[config.mk]
export PLATFORM = sky130hd
export DESIGN_NAME = wb_stream_mem_arbiter_flat
export DESIGN_NICKNAME = d
export VERILOG_FILES = /design/src/rtl/wb_stream_mem_arbiter_if.sv /design/src/rtl/wb_stream_mem_arbiter.sv /design/src/flat_wrapper.sv
export SDC_FILE = /design/constraint.sdc
export NUM_CORES = 1
export LEC_CHECK = 0
export BUFFER_PORTS_ARGS = -buffer_cell sky130_fd_sc_hd__buf_2
export CAP_MARGIN = 20
export CORE_AREA = 2 2 117 119
export CTS_BUF_LIST = sky130_fd_sc_hd__clkbuf_8
export DETAILED_ROUTE_END_ITERATION = 6
export DIE_AREA = 0 0 119 121
export PLACE_DENSITY = 0.44
export SKIP_CTS_REPAIR_TIMING = 1
export SYNTH_ARGS = -nofsm -noshare
export SYNTH_HDL_FRONTEND = slang
export SYNTH_SLANG_ARGS = --single-unit
export TNS_END_PERCENT = 1
[constraint.sdc]
create_clock -name clk -period 2 [get_ports clk]
set_clock_uncertainty 0.05 [all_clocks]
set_input_delay 0.2 -clock clk [delete_from_list [all_inputs] [get_ports clk]]
set_output_delay 0.2 -clock clk [all_outputs]
set_load 0.02 [all_outputs]
[src/rtl/wb_stream_mem_arbiter_if.sv]
// Bus bundle for wb_stream_mem_arbiter: NUM_M Wishbone B3 master ports
// (m_*) folded into flat vectors, plus the shared memory slave port (s_*).
interface wb_stream_mem_arbiter_if #(
  parameter int WB_AW = 32,
  parameter int WB_DW = 32,
  parameter int NUM_M = 2
);
  localparam int SW = WB_DW / 8;

  logic [NUM_M*WB_AW-1:0] m_adr_i;
  logic [NUM_M*WB_DW-1:0] m_dat_i;
  logic [NUM_M*SW-1:0]    m_sel_i;
  logic [NUM_M-1:0]       m_we_i;
  logic [NUM_M-1:0]       m_cyc_i;
  logic [NUM_M-1:0]       m_stb_i;
  logic [NUM_M*3-1:0]     m_cti_i;
  logic [NUM_M*2-1:0]     m_bte_i;
  logic [WB_DW-1:0]       m_dat_o;
  logic [NUM_M-1:0]       m_ack_o;
  logic [NUM_M-1:0]       m_err_o;
  logic [NUM_M-1:0]       m_rty_o;

  logic [WB_AW-1:0]       s_adr_o;
  logic [WB_DW-1:0]       s_dat_o;
  logic [SW-1:0]          s_sel_o;
  logic                   s_we_o;
  logic                   s_cyc_o;
  logic                   s_stb_o;
  logic [2:0]             s_cti_o;
  logic [1:0]             s_bte_o;
  logic [WB_DW-1:0]       s_dat_i;
  logic                   s_ack_i;
  logic                   s_err_i;
  logic                   s_rty_i;

  // Arbiter view: it masters the shared memory port.
  modport master (
    input  m_adr_i, m_dat_i, m_sel_i, m_we_i,
    input  m_cyc_i, m_stb_i, m_cti_i, m_bte_i,
    output m_dat_o, m_ack_o, m_err_o, m_rty_o,
    output s_adr_o, s_dat_o, s_sel_o, s_we_o,
    output s_cyc_o, s_stb_o, s_cti_o, s_bte_o,
    input  s_dat_i, s_ack_i, s_err_i, s_rty_i
  );

  // Environment view: requesting masters and the memory slave.
  modport slave (
    output m_adr_i, m_dat_i, m_sel_i, m_we_i,
    output m_cyc_i, m_stb_i, m_cti_i, m_bte_i,
    input  m_dat_o, m_ack_o, m_err_o, m_rty_o,
    input  s_adr_o, s_dat_o, s_sel_o, s_we_o,
    input  s_cyc_o, s_stb_o, s_cti_o, s_bte_o,
    output s_dat_i, s_ack_i, s_err_i, s_rty_i
  );
endinterface

[src/rtl/wb_stream_mem_arbiter.sv]
// Round-robin Wishbone B3 arbiter sharing one memory port among NUM_M masters.
// Ports: clk, rst_n (async active-low), bus (master modport), grant_o (one-hot).
module wb_stream_mem_arbiter #(
  parameter int WB_AW = 32,
  parameter int WB_DW = 32,
  parameter int NUM_M = 2,
  parameter int IDX_W = 1
) (
  input  logic                 clk,
  input  logic                 rst_n,
  wb_stream_mem_arbiter_if.master bus,
  output logic [NUM_M-1:0]     grant_o
);
  localparam int SW = WB_DW / 8;

  typedef enum logic {
    S_IDLE,
    S_GRANT
  } state_t;

  state_t           r_state;
  logic [IDX_W-1:0] r_idx;
  logic [IDX_W-1:0] r_last;
  logic [NUM_M-1:0] r_grant;

  logic             w_any;
  logic [IDX_W-1:0] w_pick;
  logic [IDX_W:0]   w_sh;
  logic [IDX_W:0]   w_sum;
  logic [2*NUM_M-1:0] w_rot;
  logic             w_act;
  logic             w_own_cyc;

  logic [WB_AW-1:0] w_adr [NUM_M];
  logic [WB_DW-1:0] w_dat [NUM_M];
  logic [SW-1:0]    w_sel [NUM_M];
  logic [2:0]       w_cti [NUM_M];
  logic [1:0]       w_bte [NUM_M];

  for (genvar k = 0; k < NUM_M; k++) begin : g_slice
    assign w_adr[k] = bus.m_adr_i[k*WB_AW +: WB_AW];
    assign w_dat[k] = bus.m_dat_i[k*WB_DW +: WB_DW];
    assign w_sel[k] = bus.m_sel_i[k*SW +: SW];
    assign w_cti[k] = bus.m_cti_i[k*3 +: 3];
    assign w_bte[k] = bus.m_bte_i[k*2 +: 2];
  end

  assign w_act     = (r_state == S_GRANT);
  assign w_own_cyc = bus.m_cyc_i[r_idx];

  // Rotate the duplicated request vector so bit 0 is master (last+1);
  // the first set bit is then the round-robin winner.
  always_comb begin
    w_any  = 1'b0;
    w_pick = '0;
    w_sum  = '0;
    w_sh   = {1'b0, r_last} + (IDX_W+1)'(1);
    w_rot  = {bus.m_cyc_i, bus.m_cyc_i} >> w_sh;
    for (int j = 0; j < NUM_M; j++) begin
      if (!w_any && w_rot[j]) begin
        w_any = 1'b1;
        w_sum = w_sh + (IDX_W+1)'(j);
        if (w_sum >= (IDX_W+1)'(NUM_M))
          w_sum = w_sum - (IDX_W+1)'(NUM_M);
        w_pick = w_sum[IDX_W-1:0];
      end
    end
  end

  always_ff @(posedge clk or negedge rst_n) begin
    if (!rst_n) begin
      r_state <= S_IDLE;
      r_idx   <= '0;
      r_last  <= IDX_W'(NUM_M - 1);
      r_grant <= '0;
    end else begin
      unique case (r_state)
        S_IDLE: begin
          if (w_any) begin
            r_state <= S_GRANT;
            r_idx   <= w_pick;
            r_last  <= w_pick;
            r_grant <= NUM_M'(1) << w_pick;
          end
        end
        S_GRANT: begin
          if (!w_own_cyc) begin
            r_state <= S_IDLE;
            r_grant <= '0;
          end
        end
        default: begin
          r_state <= S_IDLE;
          r_grant <= '0;
        end
      endcase
    end
  end

  assign grant_o = r_grant;

  // Outputs are gated by the state, which resets asynchronously,
  // so reset clears them without waiting for a clock edge.
  always_comb begin
    bus.s_adr_o = '0;
    bus.s_dat_o = '0;
    bus.s_sel_o = '0;
    bus.s_we_o  = 1'b0;
    bus.s_cyc_o = 1'b0;
    bus.s_stb_o = 1'b0;
    bus.s_cti_o = '0;
    bus.s_bte_o = '0;
    if (w_act) begin
      bus.s_adr_o = w_adr[r_idx];
      bus.s_dat_o = w_dat[r_idx];
      bus.s_sel_o = w_sel[r_idx];
      bus.s_we_o  = bus.m_we_i[r_idx];
      bus.s_cyc_o = w_own_cyc;
      bus.s_stb_o = w_own_cyc & bus.m_stb_i[r_idx];
      bus.s_cti_o = w_cti[r_idx];
      bus.s_bte_o = w_bte[r_idx];
    end
  end

  // r_grant is zero outside GRANT, so it also masks responses in IDLE.
  assign bus.m_ack_o = {NUM_M{bus.s_ack_i}} & r_grant;
  assign bus.m_err_o = {NUM_M{bus.s_err_i}} & r_grant;
  assign bus.m_rty_o = {NUM_M{bus.s_rty_i}} & r_grant;
  assign bus.m_dat_o = bus.s_dat_i;

endmodule

[src/flat_wrapper.sv]
// flat-port wrapper written by rule: the top's interface ports become plain ports
module wb_stream_mem_arbiter_flat 
#(
  parameter int WB_AW = 32,
  parameter int WB_DW = 32,
  parameter int NUM_M = 2,
  parameter int IDX_W = 1
)
  (clk, rst_n, grant_o, bus_m_adr_i, bus_m_dat_i, bus_m_sel_i, bus_m_we_i, bus_m_cyc_i, bus_m_stb_i, bus_m_cti_i, bus_m_bte_i, bus_m_dat_o, bus_m_ack_o, bus_m_err_o, bus_m_rty_o, bus_s_adr_o, bus_s_dat_o, bus_s_sel_o, bus_s_we_o, bus_s_cyc_o, bus_s_stb_o, bus_s_cti_o, bus_s_bte_o, bus_s_dat_i, bus_s_ack_i, bus_s_err_i, bus_s_rty_i);
  wb_stream_mem_arbiter_if #(.WB_AW(WB_AW), .WB_DW(WB_DW), .NUM_M(NUM_M)) bus_i ();
  input  logic clk;
  input  logic rst_n;
  output logic [NUM_M-1:0] grant_o;
  input wire logic [$bits(bus_i.m_adr_i)-1:0] bus_m_adr_i;
  input wire logic [$bits(bus_i.m_dat_i)-1:0] bus_m_dat_i;
  input wire logic [$bits(bus_i.m_sel_i)-1:0] bus_m_sel_i;
  input wire logic [$bits(bus_i.m_we_i)-1:0] bus_m_we_i;
  input wire logic [$bits(bus_i.m_cyc_i)-1:0] bus_m_cyc_i;
  input wire logic [$bits(bus_i.m_stb_i)-1:0] bus_m_stb_i;
  input wire logic [$bits(bus_i.m_cti_i)-1:0] bus_m_cti_i;
  input wire logic [$bits(bus_i.m_bte_i)-1:0] bus_m_bte_i;
  output wire logic [$bits(bus_i.m_dat_o)-1:0] bus_m_dat_o;
  output wire logic [$bits(bus_i.m_ack_o)-1:0] bus_m_ack_o;
  output wire logic [$bits(bus_i.m_err_o)-1:0] bus_m_err_o;
  output wire logic [$bits(bus_i.m_rty_o)-1:0] bus_m_rty_o;
  output wire logic [$bits(bus_i.s_adr_o)-1:0] bus_s_adr_o;
  output wire logic [$bits(bus_i.s_dat_o)-1:0] bus_s_dat_o;
  output wire logic [$bits(bus_i.s_sel_o)-1:0] bus_s_sel_o;
  output wire logic [$bits(bus_i.s_we_o)-1:0] bus_s_we_o;
  output wire logic [$bits(bus_i.s_cyc_o)-1:0] bus_s_cyc_o;
  output wire logic [$bits(bus_i.s_stb_o)-1:0] bus_s_stb_o;
  output wire logic [$bits(bus_i.s_cti_o)-1:0] bus_s_cti_o;
  output wire logic [$bits(bus_i.s_bte_o)-1:0] bus_s_bte_o;
  input wire logic [$bits(bus_i.s_dat_i)-1:0] bus_s_dat_i;
  input wire logic [$bits(bus_i.s_ack_i)-1:0] bus_s_ack_i;
  input wire logic [$bits(bus_i.s_err_i)-1:0] bus_s_err_i;
  input wire logic [$bits(bus_i.s_rty_i)-1:0] bus_s_rty_i;
  assign bus_i.m_adr_i = bus_m_adr_i;
  assign bus_i.m_dat_i = bus_m_dat_i;
  assign bus_i.m_sel_i = bus_m_sel_i;
  assign bus_i.m_we_i = bus_m_we_i;
  assign bus_i.m_cyc_i = bus_m_cyc_i;
  assign bus_i.m_stb_i = bus_m_stb_i;
  assign bus_i.m_cti_i = bus_m_cti_i;
  assign bus_i.m_bte_i = bus_m_bte_i;
  assign bus_m_dat_o = bus_i.m_dat_o;
  assign bus_m_ack_o = bus_i.m_ack_o;
  assign bus_m_err_o = bus_i.m_err_o;
  assign bus_m_rty_o = bus_i.m_rty_o;
  assign bus_s_adr_o = bus_i.s_adr_o;
  assign bus_s_dat_o = bus_i.s_dat_o;
  assign bus_s_sel_o = bus_i.s_sel_o;
  assign bus_s_we_o = bus_i.s_we_o;
  assign bus_s_cyc_o = bus_i.s_cyc_o;
  assign bus_s_stb_o = bus_i.s_stb_o;
  assign bus_s_cti_o = bus_i.s_cti_o;
  assign bus_s_bte_o = bus_i.s_bte_o;
  assign bus_i.s_dat_i = bus_s_dat_i;
  assign bus_i.s_ack_i = bus_s_ack_i;
  assign bus_i.s_err_i = bus_s_err_i;
  assign bus_i.s_rty_i = bus_s_rty_i;
  wb_stream_mem_arbiter #(.WB_AW(WB_AW), .WB_DW(WB_DW), .NUM_M(NUM_M), .IDX_W(IDX_W)) u_core (.clk(clk), .rst_n(rst_n), .bus(bus_i), .grant_o(grant_o));
endmodule
==> impl_results.md, run 1 <==
* Status: finished clean
* Post-synthesis average cell area at 8.141 sq um
* GRT Total Usage at 8.342%
* Area occupied by multi-input gates at 0.001375 sq mm
* Largest fanout on the critical path at 37
* Design Power at 2.873 mW
* Count of final setup violators at 0
* Hold Crit Class: primary input to flip-flop
* First-pass GRT wire length at 9929 um
* Syn nets at 416
* Pre-CTS WS at 321.8 ps
* Critical path class: flip-flop to output pin
* Die Y at 121 um
* Hold path endpoint: u_core.r_last
* Grt total ovfl at 0
* Max Clk Rate at 0.5437 GHz
* Slew headroom at 75.09%
* Cts bufs inserted at 3
* Reg2Reg Launch Point: u_core.r_idx
* Initial antenna violation count at 0
* RSZ-0062 raised after global routing: false
* Final hold violation count at 0
* Max Used Layer: met4
* Met3 wire length at 786 um
* Final wirelength at 6987 um
* Min-Delay Startpoint: bus_m_cyc_i[1]
* Hpwl dp at 6117 um
* Nature of the critical path startpoint: flip-flop
* Min cycle time layout at 1839 ps
* Reg2reg end: u_core.grant_o[1]
* Metal2 WL at 3756 um
* Post-synthesis async set-or-reset flop share at 100.0%
* GPL Wtd Cong at 0.6908
* Yosys cell types at 20
* R2R cell count at 4
* Req. time, crit path at 1750 ps
* Final nets at 616
* DRT iter0 DRCs at 18
* Clock slew at reported path FFs at 40 ps
* Fill count at 1454
* ANT nets after route at 0
* Cell Rows at 42
* CTS H-Tree Depth at 1
* Pwr Density at 945.9 mW/mm^2
* Clk sinks at 5
* LEAKAGE at 1.795 nW
* WHS Path Cells at 3
* Die Width at 119 um
* CP Capture Type: output pin
* Largest net degree at the start of global routing at 50
* Routed len/inst at 11.61 um
* Final setup margin at 160.6 ps
* Syn Inst Count at 227
* Main flop type after synthesis: dfrtp_1
* DRT met1 WL at 2402 um
* Post-route DRC at 0
* Via count at 2256
* DR pass1 iterations at 4
* Clock Tree Root: clkbuf_8
* Layout cells sized above 1 at 58.92%
* Reg2Reg Setup Slack at 530 ps
* Top cells by area, synth: mux2i_1 (41%), nor2b_1 (26%), buf_4 (13%)
* Number of flops mapped to enable cells by yosys at 0
* Core Box Area at 0.01309 sq mm
* Critical path arrival at 1590 ps
* Post-synthesis cell area at 0.001848 sq mm
* Vias in the first global route at 2130
* Post-synth top area share at 41.16%
* Max Cap Violations at 0
* Least-Margin Pin Slew at 363.3 ps
* Storage element area at 131.4 sq um
* Area Overhead vs Synth at 64.39%
* Sequential cell area fraction in the yosys report at 6.838%
* Die ar. at 0.01440 sq mm
* I/O pins at 305
* Period utilisation layout at 91.97%
* Worst-case vdd ir drop at 543.5 uV
* PortBufs at 240
* Initial core utilization at 14.12%
* Clk Latency, worst-skew pair at 220 ps
* CTS tree: yes
* Max Slew Vio Count at 0
* Via-per-instance ratio at 3.748
* Clock Path Buffers at 2
* Diode count at 0
* Warnings, synthesis at 0
* Most frequent cells after synthesis: mux2i_1 (76), nor2b_1 (76), buf_4 (32), buf_2 (7), clkbuf_1 (7)
* Fin Setup TNS at 0 ps
* #FFs+latches synth at 5
* Top cell type by total area after synthesis: mux2i_1
## flip-flops by register name (all words and copies together), names as in the netlist
register,count
u_core.r_idx,1
u_core.grant_o,2
u_core.r_state,1
u_core.r_last,1
## power breakdown
part           total (mW)  switching (mW)  internal, mW
Clock               0.182          0.0506         0.132
Sequential          0.197          0.0429         0.154
Combinational        2.49            1.40          1.09
Total                2.87            1.50          1.38
## per-stage QoR
step / hold WS, ps / instance area, sq um / util, % / instances
after floorplan: -145.6 / 1848 / - / 227
after global placement: -28.56 / 2983 / 22.80 / 597
after CTS: -261.2 / 3028 / 23.14 / 601
after global routing: 270.3 / 3038 / 23.22 / 602
final: 257.8 / 3038 / 23.22 / 602
after detailed placement: -25.01 / 2983 / 22.80 / 597
## critical path, cell delays in order, from the launching register on
cell and delay (ps):
dfrtp_4 430, buf_12 240, mux2i_1 400, nor2b_1 80, buf_2 170
## per-layer routing
| layer | global-route usage [%] | vias to the layer above |
|---|---|---|
| met5 | 0 | - |
| met4 | 1.711 | 0 |
| met3 | 2.397 | 6 |
| met2 | 16.77 | 149 |
| met1 | 8.443 | 980 |
| li1 | - | 1121 |
## cell type report
| cell class | instances | share of cell area [%] |
|---|---|---|
| clock buffers | 3 | 1.359 |
| well taps | 176 | 7.249 |
| clock inverters | 1 | 0.1236 |
| repair buffers | 245 | 41.68 |
| multi-input cells | 172 | 45.26 |
| flip-flops and latches | 5 | 4.325 |
## placed cells by master, fill, tap and decap left out, types with 2 or more instances in the layout
cell | synthesis | routed
buf_2 | 7 | 240
mux2i_1 | 76 | 76
nor2b_1 | 76 | 76
and2_1 | 6 | 6
clkbuf_8 | 0 | 3
a21oi_1 | 2 | 2
nand2b_1 | 2 | 2
a21o_1 | 2 | 2
buf_4 | 32 | 2
buf_12 | 0 | 2
dfrtp_1 | 4 | 2
## kinds of logic (layout without fill, tap and decap cells)
family	count (synthesis)	in the layout	synth area share (%)
compound gates	7	7	2.505
buf+inv	50	249	18.75
flops	5	5	6.839
mux	77	77	42.38
simple gates	88	88	29.52
## how the worst max path moves through the flow
stage / start / endpoint / slack, ps / cells past startpoint
after floorplan: u_core.r_idx / bus_s_stb_o / 330 / 5
after global placement: u_core.r_idx / bus_s_adr_o[27] / 350 / 4
after detailed placement: u_core.r_idx / bus_s_adr_o[27] / 320 / 4
after CTS: u_core.r_idx / bus_s_adr_o[27] / 90 / 4
after global routing: u_core.r_idx / bus_s_adr_o[27] / 100 / 4
final: u_core.r_idx / bus_s_adr_o[27] / 160 / 4
Power figures use the tool's default switching activity.
==> inputs of run 2 (changes only) <==
==> constraint.sdc (replaced) <==
create_clock -name clk -period 1.7 [get_ports clk]
set_clock_uncertainty 0.05 [all_clocks]
set_input_delay 0.17 -clock clk [delete_from_list [all_inputs] [get_ports clk]]
set_output_delay 0.17 -clock clk [all_outputs]
set_load 0.02 [all_outputs]
==> run 2 against run 1 <==
The run now ends with setup timing left. Critical path depth unchanged. Hold slack worse by 35 ps. Largest cell class unchanged. Combinational power up 29%. Sequential share of layout area down 0.19 points. Cell count up 0.33%. Flip-flop and latch count unchanged.
==> impl_results.md, run 2 (synthesis results as in run 1) <==
* Least-Margin Pin Slew at 263.3 ps (-100.0 ps)
* LEAKAGE at 1.834 nW (+2.2%)
* Cells after DPL at 597 (unchanged)
* GPL Wtd Cong at 0.6703 (-3.0%)
* Count of final setup violators at 1 (+1)
* Via-per-instance ratio at 3.805 (+1.5%)
* Met3 GRT Util at 2.068% (-0.33 points)
* Largest net degree at the start of global routing at 82 (+64%)
* Worst-case vdd ir drop at 370.6 uV (-32%)
* Grt total ovfl at 0 (unchanged)
* Initial antenna violation count at 1 (+1)
* Grt met2 use at 17.24% (+0.47 points)
* Clk sinks at 5 (unchanged)
* Worst path cell trace: buf_16 -> mux2i_4 -> nor2b_1 -> buf_2
* Area Overhead vs Synth at 71.84%
* Final nets at 618 (+0.32%)
* Area occupied by multi-input gates at 0.001395 sq mm (+1.5%)
* Max Cap Violations at 0 (unchanged)
* Pwr Density at 1160 mW/mm^2 (+23%)
* Status: finished with violations
* Initial core utilization at 14.12% (unchanged)
* Period utilisation layout at 100.7%
* Die Y at 121 um (unchanged)
* GRT Total Usage at 8.700% (+0.36 points)
* Hold Crit Class: primary input to flip-flop
* Via count at 2298 (+1.9%)
* Req. time, crit path at 1480 ps (-270 ps)
* P_int at 1.829 mW (+33%)
* Clock Tree Root: clkbuf_8
* Reg power frac at 7.2% (+0.3 points)
* Cell Rows at 42 (unchanged)
* CP Capture Type: output pin
* Final hold violation count at 0 (unchanged)
* Number of flip-flops in the largest register at 2 (unchanged)
* First-pass GRT wire length at 10270 um (+3.4%)
* Die Width at 119 um (unchanged)
* Net Sw Frac at 50.34% (-1.8 points)
* Min cycle time layout at 1711 ps
* Clk Latency, worst-skew pair at 220 ps (about the same)
* Final wirelength at 7548 um (+8.0%)
* Failing checks: setup timing
* Largest fanout on the critical path at 19 (-49%)
* Hpwl dp at 6113 um (about the same)
* Clock Path Buffers at 2 (unchanged)
* Clock slew at reported path FFs at 30 ps (about the same)
* DRT iter0 DRCs at 37 (+19)
* Storage element area at 131.4 sq um (unchanged)
* Critical path class: flip-flop to output pin
* Final non-filler cell total at 604 (+0.33%)
* I/O pins at 305 (unchanged)
* Met1 Track Usage GR at 9.068% (+0.62 points)
* Fill count at 1431 (-1.6%)
* Vias in the first global route at 2167 (+1.7%)
* Nature of the critical path startpoint: flip-flop
* Diode count at 0 (unchanged)
* Max Slew Vio Count at 0 (unchanged)
* Post-route DRC at 0 (unchanged)
* Comb power frac at 87.0% (+0.2 points)
* Die ar. at 0.01440 sq mm (unchanged)
* CTS tree: yes
* Layout cells sized above 1 at 59.81% (+0.89 points)
* RSZ-0062 raised after global routing: true
* Switching Power at 1.854 mW (+24%)
* Core Box Area at 0.01309 sq mm (unchanged)
* Max Clk Rate at 0.5844 GHz
* Final setup margin at -11.06 ps (-171.7 ps)
* Cts bufs inserted at 3 (unchanged)
* Most common cell after layout, fill and taps aside: buf_2
* Slew headroom at 82.45% (+7.4 points)
* Pre-CTS WS at 1.907 ps (-319.9 ps)
* DR pass1 iterations at 2 (-2)
* Critical Path Slowest Stage Cell: dfrtp_4
* CTS H-Tree Depth at 1 (unchanged)
* Routed len/inst at 12.50 um (+7.7%)
* Critical path arrival at 1490 ps (-100 ps)
* ANT nets after route at 0 (unchanged)
* Max stage delay on crit path at 550 ps (+120 ps)
* Clk pwr share at 5.8% (-0.5 points)
* Leading cell types in the layout, fill and taps excluded: buf_2 (224), nor2b_1 (76), mux2i_1 (73)
* GR peak layer: met2
* PortBufs at 240 (unchanged)
==> run 2: through the flow <==
| step | cell area (sq um) | utilization (%) | hold WS (ps) | total power, mW | TNS, ps |
|---|---|---|---|---|---|
| after CTS | 3040 | 23.24 | -291.6 | 3.474 | -241.8 |
| after detailed placement | 2995 | 22.89 | -56.23 | 3.253 | 0 |
| after global routing | 3176 | 24.27 | 256.3 | 3.939 | -293.0 |
| after global placement | 2995 | 22.89 | -58.10 | 3.213 | 0 |
| after floorplan | 1848 | - | -175.6 | 2.467 | 0 |
| final | 3176 | 24.27 | 222.7 | 3.684 | -11.06 |
==> run 2: final timing paths <==
kind                       slack, ps                end            from  depth (start not counted)
setup / recovery                 -10    bus_s_adr_o[27]    u_core.r_idx                          4
hold / removal                   220     u_core.r_state  bus_m_cyc_i[0]                          3
setup reg to reg                 240  u_core.grant_o[1]    u_core.r_idx                          4
hold reg to reg                  450      u_core.r_last   u_core.r_last                          2
max in group asynchronous       1140      u_core.r_last           rst_n                          2
min in group asynchronous        250  u_core.grant_o[1]           rst_n                          2
==> run 2: area by class of cell <==
cell class,instances,share of cell area [%]
timing repair buffer,247,43.58
sequential,5,4.137
clock inverter,1,0.1182
multi-input combinational,172,43.93
clock buffer,3,1.300
tap,176,6.935
==> run 2: power groups by stage <==
stage	Clock [mW]	Combinational (mW)	Sequential, mW
floorplan	0	2.24	0.223
global placement	0	2.98	0.236
detailed placement	0	3.01	0.241
CTS	0.221	3.01	0.241
global route	0.228	3.43	0.278
finish	0.214	3.20	0.266
==> run 2: worst max-delay path: cells and delay by family (launching register included) <==
family | cells | cell delay [ps]
mux | 1 | 210
flops | 1 | 550
simple gates | 1 | 110
buf+inv | 2 | 370
==> run 2: metal layers <==
metal	up-vias	part of all wire (%)
met1	1003	34
met5	-	0.17
li1	1124	-
met3	14	10
met2	155	55
met4	2	1.3
